--- src/rtl/mul_pkg.sv ---
// Shared definitions for the multiply sequencer: op codes, FSM states and default sizing.
package mul_pkg;

    localparam int unsigned DEF_WIDTH          = 32;
    localparam int unsigned DEF_BITS_PER_CYCLE = 2;

    localparam logic [1:0] OP_MUL   = 2'b00;
    localparam logic [1:0] OP_UMULL = 2'b10;
    localparam logic [1:0] OP_SMULL = 2'b11;

    typedef enum logic [2:0] {
        IDLE,
        CALC,
        FIX,
        WB_LO,
        WB_HI,
        DONE
    } mul_state_e;

endpackage

--- src/rtl/mul_shift_add_core.sv ---
// Iterative shift-add datapath: unsigned magnitude product accumulated a few multiplier bits per step,
// with an optional final two's-complement negate.
module mul_shift_add_core #(
    parameter int unsigned WIDTH          = 32,
    parameter int unsigned BITS_PER_CYCLE = 2
) (
    input  logic                 clk,
    input  logic                 reset_n,
    input  logic                 load,
    input  logic                 step,
    input  logic                 fix,
    input  logic [WIDTH-1:0]     a_mag,
    input  logic [WIDTH-1:0]     b_mag,
    input  logic                 neg,
    output logic [2*WIDTH-1:0]   acc,
    output logic [2*WIDTH-1:0]   acc_fixed_c,
    output logic                 last_step_c
);

    localparam int unsigned ACC_W = 2 * WIDTH;
    localparam int unsigned STEPS = WIDTH / BITS_PER_CYCLE;
    localparam int unsigned CNT_W = (STEPS > 1) ? $clog2(STEPS) : 1;

    if (WIDTH % BITS_PER_CYCLE != 0) begin : g_bad_cfg
        $error("mul_shift_add_core: BITS_PER_CYCLE must divide WIDTH");
    end

    // a_sh carries the multiplicand pre-shifted to the current iteration's weight
    logic [ACC_W-1:0] a_sh;
    logic [WIDTH-1:0] b_shift;
    logic [CNT_W-1:0] cnt;
    logic             neg_q;
    logic [ACC_W-1:0] partial_c;

    assign partial_c   = a_sh * ACC_W'(b_shift[BITS_PER_CYCLE-1:0]);
    assign acc_fixed_c = neg_q ? (~acc + ACC_W'(1)) : acc;
    assign last_step_c = (cnt == '0);

    always_ff @(posedge clk or negedge reset_n) begin
        if (!reset_n) begin
            acc     <= '0;
            a_sh    <= '0;
            b_shift <= '0;
            cnt     <= '0;
            neg_q   <= 1'b0;
        end else if (load) begin
            acc     <= '0;
            a_sh    <= ACC_W'(a_mag);
            b_shift <= b_mag;
            cnt     <= CNT_W'(STEPS - 1);
            neg_q   <= neg;
        end else if (step) begin
            acc     <= acc + partial_c;
            a_sh    <= a_sh << BITS_PER_CYCLE;
            b_shift <= b_shift >> BITS_PER_CYCLE;
            cnt     <= cnt - CNT_W'(1);
        end else if (fix) begin
            acc     <= acc_fixed_c;
        end
    end

endmodule

--- src/rtl/mul_sequencer.sv ---
// MUL/UMULL/SMULL sequencer: stalls the core, runs the shift-add core, then writes the result back.
// Optional MUL_SEQ_DUAL_WB_EN adds a second write port so long ops write RdLo/RdHi in one cycle.
module mul_sequencer
    import mul_pkg::*;
#(
    parameter int unsigned WIDTH          = DEF_WIDTH,
    parameter int unsigned BITS_PER_CYCLE = DEF_BITS_PER_CYCLE
) (
    input  logic             clk,
    input  logic             reset_n,
    input  logic             start,
    input  logic [1:0]       op,
    input  logic [WIDTH-1:0] src_a,
    input  logic [WIDTH-1:0] src_b,
    input  logic [3:0]       wa_lo,
    input  logic [3:0]       wa_hi,
    output logic             busy,
    output logic             done,
    output logic             wr_en,
    output logic [3:0]       wr_addr,
    output logic [WIDTH-1:0] wr_data,
`ifdef MUL_SEQ_DUAL_WB_EN
    output logic             wr_en2,
    output logic [3:0]       wr_addr2,
    output logic [WIDTH-1:0] wr_data2,
`endif
    output logic             flag_n,
    output logic             flag_z
);

    localparam int unsigned ACC_W = 2 * WIDTH;
`ifdef MUL_SEQ_DUAL_WB_EN
    localparam bit DUAL_WB = 1'b1;
`else
    localparam bit DUAL_WB = 1'b0;
`endif

    mul_state_e       state, state_next;
    logic             is_long_q;
    logic [3:0]       wa_lo_q, wa_hi_q;
    logic             pend_n, pend_z;
    logic             load_c, step_c, fix_c;
    logic             is_long_c, is_signed_c, neg_c;
    logic [WIDTH-1:0] a_mag_c, b_mag_c;
    logic [ACC_W-1:0] acc, acc_fixed_c;
    logic             last_step_c;
    logic             busy_d, done_d, wr_en_d, flag_n_d, flag_z_d;
    logic [3:0]       wr_addr_d;
    logic [WIDTH-1:0] wr_data_d;
`ifdef MUL_SEQ_DUAL_WB_EN
    logic             wr_en2_d;
    logic [3:0]       wr_addr2_d;
    logic [WIDTH-1:0] wr_data2_d;
`endif

    // Reserved op 01 falls through as a plain MUL
    assign is_long_c   = (op == OP_UMULL) || (op == OP_SMULL);
    assign is_signed_c = (op == OP_SMULL);
    assign a_mag_c     = (is_signed_c && src_a[WIDTH-1]) ? (~src_a + WIDTH'(1)) : src_a;
    assign b_mag_c     = (is_signed_c && src_b[WIDTH-1]) ? (~src_b + WIDTH'(1)) : src_b;
    assign neg_c       = is_signed_c && (src_a[WIDTH-1] ^ src_b[WIDTH-1]);

    mul_shift_add_core #(
        .WIDTH          (WIDTH),
        .BITS_PER_CYCLE (BITS_PER_CYCLE)
    ) u_core (
        .clk         (clk),
        .reset_n     (reset_n),
        .load        (load_c),
        .step        (step_c),
        .fix         (fix_c),
        .a_mag       (a_mag_c),
        .b_mag       (b_mag_c),
        .neg         (neg_c),
        .acc         (acc),
        .acc_fixed_c (acc_fixed_c),
        .last_step_c (last_step_c)
    );

    always_ff @(posedge clk or negedge reset_n) begin
        if (!reset_n) state <= IDLE;
        else          state <= state_next;
    end

    always_comb begin
        state_next = state;
        load_c     = 1'b0;
        step_c     = 1'b0;
        fix_c      = 1'b0;
        case (state)
            IDLE: begin
                if (start) begin
                    load_c     = 1'b1;
                    state_next = CALC;
                end
            end
            CALC: begin
                step_c = 1'b1;
                if (last_step_c) state_next = FIX;
            end
            FIX: begin
                fix_c      = 1'b1;
                state_next = WB_LO;
            end
            WB_LO:   state_next = (is_long_q && !DUAL_WB) ? WB_HI : DONE;
            WB_HI:   state_next = DONE;
            DONE:    state_next = IDLE;
            default: state_next = IDLE;
        endcase

        // Outputs are registered, so they are derived from the state being entered
        busy_d    = (state_next == CALC) || (state_next == FIX) ||
                    (state_next == WB_LO) || (state_next == WB_HI);
        done_d    = (state_next == DONE);
        wr_en_d   = (state_next == WB_LO) || (state_next == WB_HI);
        wr_addr_d = wr_addr;
        wr_data_d = wr_data;
        if (state_next == WB_LO) begin
            wr_addr_d = wa_lo_q;
            wr_data_d = acc_fixed_c[WIDTH-1:0];
        end else if (state_next == WB_HI) begin
            wr_addr_d = wa_hi_q;
            wr_data_d = acc[ACC_W-1:WIDTH];
        end
        flag_n_d = done_d ? pend_n : flag_n;
        flag_z_d = done_d ? pend_z : flag_z;
`ifdef MUL_SEQ_DUAL_WB_EN
        wr_en2_d   = (state_next == WB_LO) && is_long_q;
        wr_addr2_d = wr_addr2;
        wr_data2_d = wr_data2;
        if (wr_en2_d) begin
            wr_addr2_d = wa_hi_q;
            wr_data2_d = acc_fixed_c[ACC_W-1:WIDTH];
        end
`endif
    end

    // Op context capture and flag pre-computation
    always_ff @(posedge clk or negedge reset_n) begin
        if (!reset_n) begin
            is_long_q <= 1'b0;
            wa_lo_q   <= '0;
            wa_hi_q   <= '0;
            pend_n    <= 1'b0;
            pend_z    <= 1'b0;
        end else if (load_c) begin
            is_long_q <= is_long_c;
            wa_lo_q   <= wa_lo;
            wa_hi_q   <= wa_hi;
        end else if (fix_c) begin
            pend_n    <= is_long_q ? acc_fixed_c[ACC_W-1] : acc_fixed_c[WIDTH-1];
            pend_z    <= is_long_q ? (acc_fixed_c == '0) : (acc_fixed_c[WIDTH-1:0] == '0);
        end
    end

    always_ff @(posedge clk or negedge reset_n) begin
        if (!reset_n) begin
            busy     <= 1'b0;
            done     <= 1'b0;
            wr_en    <= 1'b0;
            wr_addr  <= '0;
            wr_data  <= '0;
            flag_n   <= 1'b0;
            flag_z   <= 1'b0;
`ifdef MUL_SEQ_DUAL_WB_EN
            wr_en2   <= 1'b0;
            wr_addr2 <= '0;
            wr_data2 <= '0;
`endif
        end else begin
            busy     <= busy_d;
            done     <= done_d;
            wr_en    <= wr_en_d;
            wr_addr  <= wr_addr_d;
            wr_data  <= wr_data_d;
            flag_n   <= flag_n_d;
            flag_z   <= flag_z_d;
`ifdef MUL_SEQ_DUAL_WB_EN
            wr_en2   <= wr_en2_d;
            wr_addr2 <= wr_addr2_d;
            wr_data2 <= wr_data2_d;
`endif
        end
    end

endmodule

--- config.mk ---
export PLATFORM = sky130hd
export DESIGN_NAME = mul_sequencer
export DESIGN_NICKNAME = d
export VERILOG_FILES = /design/src/rtl/mul_pkg.sv /design/src/rtl/mul_shift_add_core.sv /design/src/rtl/mul_sequencer.sv
export SDC_FILE = /design/constraint.sdc
export NUM_CORES = 1
export LEC_CHECK = 0
export BUFFER_PORTS_ARGS = -buffer_cell sky130_fd_sc_hd__buf_2
export CAP_MARGIN = 10
export CORE_MARGIN = 2
export CORE_UTILIZATION = 28
export CTS_CLUSTER_DIAMETER = 120
export CTS_CLUSTER_SIZE = 25
export DETAILED_ROUTE_END_ITERATION = 16
export GPL_TIMING_DRIVEN = 0
export SYNTH_ARGS = -nofsm -noshare
export SYNTH_HDL_FRONTEND = slang
export SYNTH_SLANG_ARGS = --single-unit
--- constraint.sdc ---
create_clock -name clk -period 5.5 [get_ports clk]
set_clock_uncertainty 0.1 [all_clocks]
set_input_delay 0.55 -clock clk [delete_from_list [all_inputs] [get_ports clk]]
set_output_delay 0.55 -clock clk [all_outputs]
set_load 0.02 [all_outputs]
After elaboration in Yosys (flattened, before gate mapping)
Index checks and enable logic that the tools add are counted.
{"block": "word_totals", "register_bits": 220, "latch_bits": 0, "ram_bits": 0, "mem_bits_ro": 0, "out_inout_bits": 41, "elab_cells": 82, "memories": 0}
{"block": "classes", "add_sub_neg": 5, "n_mul": 1, "div_mod_pow": 0, "order_cmp": 0, "n_eq_ne": 11, "n_shift": 0, "mux": 26, "bitwise_logic": 5, "reduce_logical": 16}
{"op": "64-bit 2-to-1 mux", "count": 6}
{"op": "32-bit 2-to-1 mux", "count": 6}
{"op": "32-bit by 1-bit adder with 32-bit output (second input constant)", "count": 2}
{"op": "64-bit by 1-bit adder with 64-bit output (second input constant)", "count": 1}
{"op": "64-bit adder", "count": 1}
{"op": "64-bit zero test", "count": 1}
{"op": "64-bit by 2-bit multiplier with 64-bit output", "count": 1}
{"op": "32-bit NOT", "count": 2}
{"op": "64-bit NOT", "count": 1}
{"op": "32-bit zero test", "count": 1}
{"op": "4-bit 2-to-1 mux", "count": 4}
{"op": "3-bit one-hot mux with 5 select lines", "count": 1}
{"op": "3-bit by 2-bit equality test with 1-bit output (second input constant)", "count": 4}
{"op": "3-bit equality test (second input constant)", "count": 3}
{"op": "1-bit 2-to-1 mux", "count": 7}
{"op": "3-bit by 1-bit equality test with 1-bit output (second input constant)", "count": 2}
{"op": "3-bit 2-to-1 mux", "count": 2}
{"op": "1-bit logical OR", "count": 5}
{"op": "2-bit equality test (second input constant)", "count": 2}
{"op": "4-bit zero test", "count": 1}
{"op": "2-bit nonzero test", "count": 2}
{"op": "4-bit by 1-bit subtractor with 4-bit output (second input constant)", "count": 1}
{"op": "1-bit logical AND", "count": 3}
{"op": "3-bit zero test", "count": 1}
{"op": "other kinds (4)", "count": 4}

Depth between registers and ports, before layout
Gate-level depths: netlist of the first run.
{"block": "depth", "ltp_word": 7, "ltp_mapped": 17}

By module
A second synthesis of the first run with hierarchy kept.
{"block": "unflattened", "cells_unflattened": 2337, "hier_area_um2": 19060.8}
{"module": "mul_shift_add_core", "instances": 1, "cells_each": 1883, "area_per_inst_um2": 15083.2, "seq_area_each_um2": 4129.0}
{"module": "mul_sequencer", "instances": 1, "cells_each": 454, "area_per_inst_um2": 3977.6, "seq_area_each_um2": 1376.3}

Least setup slack after synthesis of the first run
OpenSTA, ideal clock, no wires.
{"block": "synth_timing", "path_type": "register -> register", "startpoint": "register u_core.b_shift[0]", "endpoint": "register u_core.acc[53]", "arrival_time_ps": 4255, "path_slack_ps": 1012, "path_stages_with_launch": 17, "synth_period_minus_slack_ps": 4488, "path_cell_list": "dfrtp_1 -> clkbuf_1 -> clkbuf_1 -> nand2_1 -> fa_1 -> inv_1 -> fa_1 -> a211oi_1 -> o21ai_0 -> o211a_1 -> o31ai_1 -> a2111oi_0 -> o31ai_1 -> o21ai_0 -> nor2b_1 -> mux2i_1 -> nand3_1"}
{"block": "synth_between", "elab_chain_cells": 4}
{"element": "start, declared", "line_no": "mul_shift_add_core.sv:30", "rtl": "logic [WIDTH-1:0] b_shift;"}
{"element": "start signal, assigned", "line_no": "mul_shift_add_core.sv:49", "rtl": "b_shift <= b_mag;"}
{"element": "start signal, assigned", "line_no": "mul_shift_add_core.sv:55", "rtl": "b_shift <= b_shift >> BITS_PER_CYCLE;"}
{"element": "64-bit by 2-bit multiplier with 64-bit output", "line_no": "mul_shift_add_core.sv:35", "rtl": "assign partial_c = a_sh * ACC_W'(b_shift[BITS_PER_CYCLE-1:0]);"}
{"element": "64-bit adder", "line_no": "mul_shift_add_core.sv:53", "rtl": "acc <= acc + partial_c;"}
{"element": "64-bit 2-to-1 mux", "line_no": "mul_shift_add_core.sv:52", "rtl": "end else if (step) begin"}
{"element": "64-bit 2-to-1 mux", "line_no": "mul_shift_add_core.sv:46", "rtl": "end else if (load) begin"}
{"element": "end signal, assigned", "line_no": "mul_shift_add_core.sv:53"}
{"element": "end signal, assigned", "line_no": "mul_shift_add_core.sv:58", "rtl": "acc <= acc_fixed_c;"}
{"element": "end, declared", "line_no": "mul_shift_add_core.sv:15", "rtl": "output logic [2*WIDTH-1:0] acc,"}
No other way between the ends.
A chain may end at the register's enable or synchronous reset.

Worst setup path in the final report of the first run
{"block": "layout_timing", "startpoint": "register u_core.b_shift[0]", "endpoint": "register u_core.acc[56]"}
The elaborated chain is that of the path after synthesis.

==> results.toml, run 1 <==
[power_and_ir_drop]
switching_share = 0.548
pwr-share-comb = 0.648
switching_power_uw = 6360
ir_drop_uv = 207
pwr-share-clk = 0.097
power.internal_uw = 5230
power.density_mw_per_mm2 = 560
seqPwrFrac = 0.255
power.leakage_uw = 0.00908
total_power_uw = 11600

[synth]
syn_area_mm2 = 0.0185
ys_seq_area_frac = 0.297
synth-main-ff-cell = "dfrtp_1"
synth.distinct_cells = 75
yosys_warnings = 0
async_flop_share = 1.00
synth-edff-count = 0
avgSynthCellArea_um2 = 7.82
synth_fp_nets = 2579
ys_ff_latch = 220
synth_cells = 2372

[floorplan]
core-area_mm2 = 0.0656
initial_utilization = 0.283
io_pins = 118
die_x_um = 261
dieArea_mm2 = 0.0683
num_rows = 94
die_h_um = 261

[worst_setup_path]
worstSetupStartpointType = "flop"
path_cells = "clkbuf_4 -> clkbuf_1 -> nand2_1 -> fa_1 -> inv_1 -> ha_1 -> clkbuf_1 -> and4_1 -> nand4_1 -> nor4_2 -> a32o_1 -> a2111oi_4 -> o31ai_1 -> nand4_1 -> o21ai_0 -> xnor2_1 -> o221ai_1"
critPathSlowestCell = "fa_1"
slowest_delay_ns = 0.49
path_max_fanout = 10
end_kind = "flop"
rr_worst_depth = 17
worstPathRequired_ns = 5.78
r2r-start = "u_core.b_shift[0]"
r2r_setup_slack_ns = 0.21
worstPathArrival_ns = 5.57
r2r_end = "u_core.acc[56]"
critPathKind = "flop to flop"

[timing]
hold_viol = 6
maxSlewHeadroom = 0.232
fmax_mhz = 189
setup_ws_ns = 0.208
fin_crit_sh = 0.962
finalSetupViolCount = 0
period_needed_ns = 5.29
whs_ns = -0.0350
tightest_slew_ns = 1.15
drv_slew = 0
rsz0062_at_grt = "no"

[detailed_routing]
drc = 0
antenna_left = 0
drtPass1Iterations = 6
drt_iter0_markers = 1740
vias = 18300
via_per_inst = 5.43
wirelength_um = 71700
wl_per_cell_um = 21.3

[placed_design]
place_ws_ns = -0.899
dpl_cell_area_mm2 = 0.0203
hpwl_um = 56600
gp_congestion = 1.01
io_buffers = 117

[layout]
fin_area_mm2 = 0.0207
nets = 2713
diodes = 0
area_delta_synth_final_pct = 11.7
nFillCells = 7198
drive_gt1_frac = 0.0705

[clock_network]
clk_pin_slew_worst_paths_ns = 0.11
cts_sinks = 220
cts_made_buffers = 13
ctsHoldBuffers = 0
clock_latency_ns = 0.54
cts_max_level = 1
cts_tree = "yes"
cts_setup_buffers = 0
clock-root-buffer = "clkbuf_16"
clock_path_buffers = 3

[worst_hold_path]
hold_path.class = "input port to asynchronous set/reset pin"

[global_routing]
grt_pass1_vias = 17300
antenna_found_initial = 2
grtUsageTotal = 0.208
grt-ovfl-total = 0
grt_start_max_net_pins = 113
grt_pass1_wl_um = 109000

[outcome]
status = "finished, violations left"
violations = "negative hold slack"

[run]
maxCapViolations = 0
cell usage after synthesis (14+ instances only):
cell	number	area, um^2
or3_1	18	113
fa_1	63	1260
o21ai_0	187	936
clkbuf_1	118	443
nand2_1	412	1550
a21o_1	47	353
o21bai_1	14	105
o221ai_1	34	298
nor2_1	133	499
dfrtp_1	220	5510
or4_1	18	135
inv_1	218	818
nor3_1	36	180
xor2_1	52	455
o31ai_1	30	225
a21oi_1	192	961
xnor2_1	106	928
a22oi_1	54	405
ha_1	67	838
a221o_1	15	150
a31oi_1	30	188
and3_1	20	125
nand4_1	27	169
nand3_1	52	260
nor4_1	31	194
cells in the final DEF, fill, tap and decap left out, types with 52 or more instances in the layout:
cell type | netlist | final
inv_1 | 218 | 218
clkbuf_1 | 118 | 116
a21oi_1 | 192 | 192
fa_1 | 63 | 63
nor2_1 | 133 | 133
nand3_1 | 52 | 52
xor2_1 | 52 | 52
ha_1 | 67 | 67
nand2_1 | 412 | 412
buf_2 | 1 | 118
dfrtp_1 | 220 | 219
a22oi_1 | 54 | 54
xnor2_1 | 106 | 106
o21ai_0 | 187 | 184
timing repair:
action                     CTS  global route
pin swaps                    0             0
setup endpoints to repair   18            12
gates cloned                 0             0
resized for setup            7             9
power groups by stage:
stage / Combinational, uW / Sequential (uW) / Clock (uW)
after detailed placement: 7360 / 2950 / 0
after global routing: 8270 / 3040 / 1180
after floorplan: 5040 / 2810 / 0
after global placement: 7290 / 2960 / 0
final: 7510 / 2960 / 1120
after CTS: 7380 / 2940 / 1150
critical path: cells and delay by family, from the launching register on:
kind	cells	cell delay (ns)
compound gates	5	1.31
buf+inv	4	1.02
fa+ha+maj	2	0.75
simple gates	5	1.31
xor+xnor	1	0.25
flops	1	0.42
flip-flops by register name (all words and copies together) (netlist names), 3 cells and up:
name,flops
u_core.b_shift,32
u_core.acc,64
wr_addr,4
u_core.cnt,4
state,3
wa_lo_q,4
u_core.a_sh,64
wr_data,32
wa_hi_q,4
layer usage:
metal  vias up  GRT usage  share of wire
li1       8575          -              -
met1      8900      0.302           0.46
met2       706      0.316           0.43
met3       130     0.0349          0.079
met4         2     0.0620          0.033
met5         -          0        0.00018
layout make-up:
cell class	instances	area, um^2	share of cell area
clock buffer	15	343	0.0166
multi-input combinational	1799	11800	0.568
inverter	220	826	0.0399
tap	864	1080	0.0522
sequential	220	5510	0.266
timing repair buffer	120	639	0.0309
clock inverter	4	42.5	0.00205
buffer	132	509	0.0246
logic make-up (layout without fill, tap and decap cells):
family                   Yosys count  count (layout)  synth area share
AO/OA/AOI/OAI                    702             702             0.243
XOR/XNOR                         158             158            0.0746
adder cells (fa/ha/maj)          130             130             0.113
buffers and inverters            353             491            0.0719
flip-flops                       220             220             0.297
multiplexers                       8               8           0.00445
AND/OR/NAND/NOR                  801             801             0.196
worst max-delay path by stage:
stage                            from        endpoint  slack [ns]  cells past startpoint
floorplan           u_core.b_shift[0]  u_core.acc[53]        1.01                     16
global placement    u_core.b_shift[0]  u_core.acc[60]       -0.99                     16
detailed placement  u_core.b_shift[0]  u_core.acc[45]       -0.90                     17
CTS                 u_core.b_shift[0]  u_core.acc[45]       0.007                     17
global route        u_core.b_shift[0]  u_core.acc[56]       0.005                     17
finish              u_core.b_shift[0]  u_core.acc[56]        0.21                     17
stage by stage:
step                      setup TNS, ns  instances  utilization
after floorplan                       0       2372            -
after global placement           -80.12       3353        0.308
after detailed placement          -6.51       3356        0.309
after CTS                             0       3374        0.315
after global routing                  0       3374        0.316
final                                 0       3374        0.316
(Power assumes the default switching activity.)
==> run 2: changes to the inputs <==
Settings changed: SETUP_SLACK_MARGIN set to 0.3.
==> results.toml, run 2 (synthesized netlist as in run 1, its figures left out) <==
[clock_network]
clk_pin_slew_worst_paths_ns = 0.11
cts_sinks = 220
clock-root-buffer = "clkbuf_16"
cts_tree = "yes"
cts_made_buffers = 13
clock_latency_ns = 0.54
cts_max_level = 1
clock_path_buffers = 3
ctsHoldBuffers = 0

[detailed_routing]
via_per_inst = 5.43
wl_per_cell_um = 21.3
drt_iter0_markers = 1810
drtPass1Iterations = 7
antenna_left = 0
vias = 18300
wirelength_um = 71700
drc = 0

[worst_setup_path]
slowest_delay_ns = 0.48
worstPathRequired_ns = 5.78
cp_num_buf_inv = 4
critPathKind = "flop to flop"
path_max_fanout = 10
critPathSlowestCell = "fa_1"
r2r-start = "u_core.b_shift[0]"
worstSetupPathDepth = 17
r2r_end = "u_core.acc[56]"
path_cells = "clkbuf_4 -> clkbuf_2 -> nand2_1 -> fa_1 -> inv_1 -> ha_1 -> clkbuf_1 -> nand4_1 -> o22a_1 -> a21oi_1 -> a32o_1 -> a2111oi_4 -> o31ai_2 -> nand4_1 -> o21ai_0 -> xnor2_1 -> o221ai_1"
end_kind = "flop"
startpoint = "u_core.b_shift[0]"
critical-path-top-delay-family = "compound AO/OA/AOI/OAI gates"
worstPathArrival_ns = 5.28
cp_common_cell = "nand4_1"
worstSetupStartpointType = "flop"
r2r_setup_slack_ns = 0.50
rr_worst_depth = 17
crit_path_end = "u_core.acc[56]"

[layout]
reg.largest.list = "u_core.a_sh (64), u_core.acc (64)"
nFillCells = 7191
drive_gt1_frac = 0.0745
final_common_cell = "nand2_1"
fin_area_mm2 = 0.0208
nets = 2714
fin_cells = 3375
diodes = 0
final_cell_mix = "412 x nand2_1, 220 x dfrtp_1, 218 x inv_1, 192 x a21oi_1, 182 x o21ai_0"
fin_util = 0.316
area_delta_synth_final_pct = 12.0

[timing]
period_needed_ns = 5.00
whs_ns = -0.0410
setup_ws_ns = 0.501
tightest_slew_ns = 1.16
hold_viol = 7
maxSlewHeadroom = 0.225
fmax_mhz = 200
rsz0062_at_grt = "yes"
fin_crit_sh = 0.909
drv_slew = 0
finalSetupViolCount = 0

[global_routing]
grt-ovfl-total = 0
grtUsageTotal = 0.208
antenna_found_initial = 2
grt_pass1_wl_um = 109000
grt_start_max_net_pins = 113
grt_pass1_vias = 17300

[floorplan]
initial_utilization = 0.283
die_h_um = 261
io_pins = 118
dieArea_mm2 = 0.0683
core-area_mm2 = 0.0656
num_rows = 94
die_x_um = 261

[worst_hold_path]
hold_path.class = "input port to asynchronous set/reset pin"

[placed_design]
io_buffers = 117
gp_congestion = 1.01
place_ws_ns = -0.899
hpwl_um = 56600
place_inst = 3356
dpl_cell_area_mm2 = 0.0203

[power_and_ir_drop]
ir_drop_uv = 207
power.leakage_uw = 0.00913
power.density_mw_per_mm2 = 559

[outcome]
violations = "negative hold slack"
status = "finished, violations left"

[run]
maxCapViolations = 0
-- run 2: worst min path at each step --
| stage | end | start | cells past startpoint | slack, ns |
|---|---|---|---|---|
| finish | u_core.b_shift[12] | reset_n | 1 | -0.04 |
| global route | u_core.b_shift[12] | reset_n | 1 | 0.05 |
| floorplan | busy | reset_n | 0 | 0.15 |
| detailed placement | wr_addr[0] | wr_addr[0] | 2 | 0.36 |
| global placement | wa_lo_q[2] | wa_lo_q[2] | 2 | 0.36 |
| CTS | u_core.b_shift[12] | reset_n | 1 | 0.01 |
-- run 2: per-layer routing --
layer,global-route usage,vias to the layer above,wire length [um]
met3,0.0350,104,5700
met5,0,-,13
met1,0.302,8897,33000
met2,0.315,729,30700
li1,-,8581,-
met4,0.0625,2,2290
-- run 2: final cells by class --
| type | count | area, um^2 | share of cell area |
|---|---|---|---|
| Sequential cell | 220 | 5510 | 0.265 |
| Clock inverter | 4 | 42.5 | 0.00205 |
| Clock buffer | 15 | 343 | 0.0165 |
| Buffer | 133 | 523 | 0.0252 |
| Multi-Input combinational cell | 1799 | 11800 | 0.568 |
| Inverter | 220 | 826 | 0.0398 |
| Timing Repair Buffer | 120 | 639 | 0.0308 |
| Tap cell | 864 | 1080 | 0.0521 |
-- run 2: where the power goes --
group          total [uW]  leakage [uW]  internal, uW  switching, uW
combinational        7550       0.00614          2510           5030
clock                1110      0.000189           465            649
sequential           2940       0.00281          2270            674
total               11600       0.00913          5240           6360
-- run 2: per-stage QoR --
| stage | total power, uW | setup TNS (ns) |
|---|---|---|
| detailed placement | 10300 | -6.51 |
| finish | 11600 | 0 |
| global route | 12500 | 0 |
| CTS | 11500 | 0 |
| global placement | 10200 | -80.12 |
| floorplan | 7840 | 0 |
-- run 2: what timing repair did --
action | 4_1_cts | 5_1_grt
resized for setup | 15 | 21
buffers inserted | 0 | 0
setup endpoints to repair | 29 | 14
cloned | 0 | 0
==> run 3: changes to the inputs <==
Settings changed: CELL_PAD_IN_SITES_DETAIL_PLACEMENT set to 0, CELL_PAD_IN_SITES_GLOBAL_PLACEMENT set to 1, PLACE_DENSITY_LB_ADDON set to 0.1.
==> results.toml, run 3 (synthesized netlist as in run 1, its figures left out) <==
[outcome]
status = "complete, no violations"

[global_routing]
grt_pass1_vias = 18000
grt-ovfl-total = 0
antenna_found_initial = 5
grt_pass1_wl_um = 122000
grtUsageTotal = 0.241
grt_start_max_net_pins = 83

[clock_network]
cts_sinks = 220
cts_max_level = 1
cts_tree = "yes"
cts_made_buffers = 15
clock_latency_ns = 0.56
clk_pin_slew_worst_paths_ns = 0.11
clock_path_buffers = 3
cts_setup_buffers = 0
clock-root-buffer = "clkbuf_16"

[worst_setup_path]
worstSetupStartpointType = "flop"
rr_worst_depth = 11
path_cells = "or4_1 -> buf_2 -> nor4_1 -> nand3_1 -> o31ai_1 -> o21ai_0 -> or4_1 -> nor4_1 -> nand4b_1 -> o41ai_2 -> a32o_1"
worstPathArrival_ns = 5.45
critPathKind = "flop to flop"
path_max_fanout = 8
r2r-start = "u_core.acc[6]"
slowest_delay_ns = 0.74
worstPathRequired_ns = 5.87
end_kind = "flop"
critPathSlowestCell = "nor4_1"
r2r_end = "pend_z"
r2r_setup_slack_ns = 0.42

[detailed_routing]
drt_iter0_markers = 1506
wirelength_um = 82600
via_per_inst = 5.40
wl_per_cell_um = 24.4
wl_met2_um = 36900
drc = 0
drtPass1Iterations = 7
vias = 18300
drt-met1-wl_um = 39800
top_layer_used = "met5"
wl_met3_um = 4330
antenna_left = 0

[timing]
period_needed_ns = 5.08
drv_slew = 0
fin_crit_sh = 0.924
finalSetupViolCount = 0
fmax_mhz = 197
setup_ws_ns = 0.419
rsz0062_at_grt = "yes"
maxSlewHeadroom = 0.166
tightest_slew_ns = 1.25
hold_viol = 0

[floorplan]
initial_utilization = 0.283
core-area_mm2 = 0.0656
die_x_um = 261
io_pins = 118
num_rows = 94
dieArea_mm2 = 0.0683
die_h_um = 261

[layout]
final_cell_mix = "412 x nand2_1, 220 x dfrtp_1, 218 x inv_1, 191 x a21oi_1, 183 x o21ai_0"
final_common_cell = "nand2_1"
area_delta_synth_final_pct = 13.0
fin_util = 0.319
drive_gt1_frac = 0.0798
nets = 2718
reg.largest.list = "u_core.a_sh (64), u_core.acc (64)"

[placed_design]
place_ws_ns = -1.13
gp_congestion = 0.923
io_buffers = 117
hpwl_um = 66500

[worst_hold_path]
min_to = "wa_lo_q[3]"
hold_path.class = "input port to flop"
min_from = "wa_lo[3]"
holdPathStages = 3

[power_and_ir_drop]
power.leakage_uw = 0.00922
ir_drop_uv = 194
power.density_mw_per_mm2 = 581

[run]
maxCapViolations = 0
-- run 3: changes by cell type in the layout (fill, tap and decap cells not counted), moves of 2 or more --
cell,change
clkinv_2,+2
nor3_2,+2
clkinv_8,+2
clkbuf_16,+2
inv_6,-2
clkbuf_1,-3
nor3_1,-2
-- run 3: metrics by stage --
step / cells / TNS (ns) / hold slack [ns] / area, um^2 / power, uW
finish: 3384 / 0 / 0.0833 / 20900 / 12200
global route: 3383 / 0 / 0.0958 / 20900 / 13200
CTS: 3383 / 0 / 0.0594 / 20900 / 12200
detailed placement: 3357 / -13.57 / 0.363 / 20300 / 10700
global placement: 3353 / -166.41 / 0.360 / 20200 / 10700
floorplan: 2372 / 0 / 0.154 / 18500 / 7840
-- run 3: worst max-delay path: cells and delay by family (launching register included) --
family | cells | cell delay [ns]
and+or+nand+nor | 6 | 2.78
AOI/OAI and AO/OA | 4 | 1.52
DFF | 1 | 0.42
buffers and inverters | 1 | 0.19
-- run 3: area by class of cell --
cell class,instances,area [um^2]
Clock inverter,10,138
Inverter,220,826
Multi-Input combinational cell,1799,11800
Sequential cell,220,5510
Tap cell,864,1080
Fill cell,7235,44700
Clock buffer,15,375
Timing Repair Buffer,122,677
Antenna cell,1,2.50
Buffer,133,532
-- run 3: worst max path at each step --
stage | startpoint | endpoint | depth (start not counted)
2_1_floorplan | u_core.b_shift[0] | u_core.acc[53] | 16
3_3_place_gp | u_core.b_shift[0] | u_core.acc[60] | 16
3_5_place_dp | u_core.b_shift[0] | u_core.acc[45] | 16
4_1_cts | u_core.b_shift[0] | u_core.acc[60] | 17
5_1_grt | u_core.acc[36] | u_core.acc[60] | 17
6_report | u_core.acc[6] | pend_z | 11
-- run 3: repair_timing --
item | CTS | global route
endpoints found under the hold margin | 67 | 0
gates cloned | 0 | 0
setup endpoints to repair | 38 | 13
resized for setup | 27 | 15
hold buffers | 1 | 0
pin swaps | 0 | 0
-- run 3: power breakdown --
part	total [uW]	switching (uW)	leakage, uW	internal [uW]
logic	7840	5320	0.00616	2530
clock network	1340	751	0.000252	585
registers	2990	723	0.00281	2270
total	12200	6790	0.00922	5380
-- run 3: routing by layer --
layer,global-route usage,vias to the layer above
li1,-,8582
met1,0.349,9086
met2,0.388,522
met3,0.0259,68
met4,0.0466,2
met5,0,-
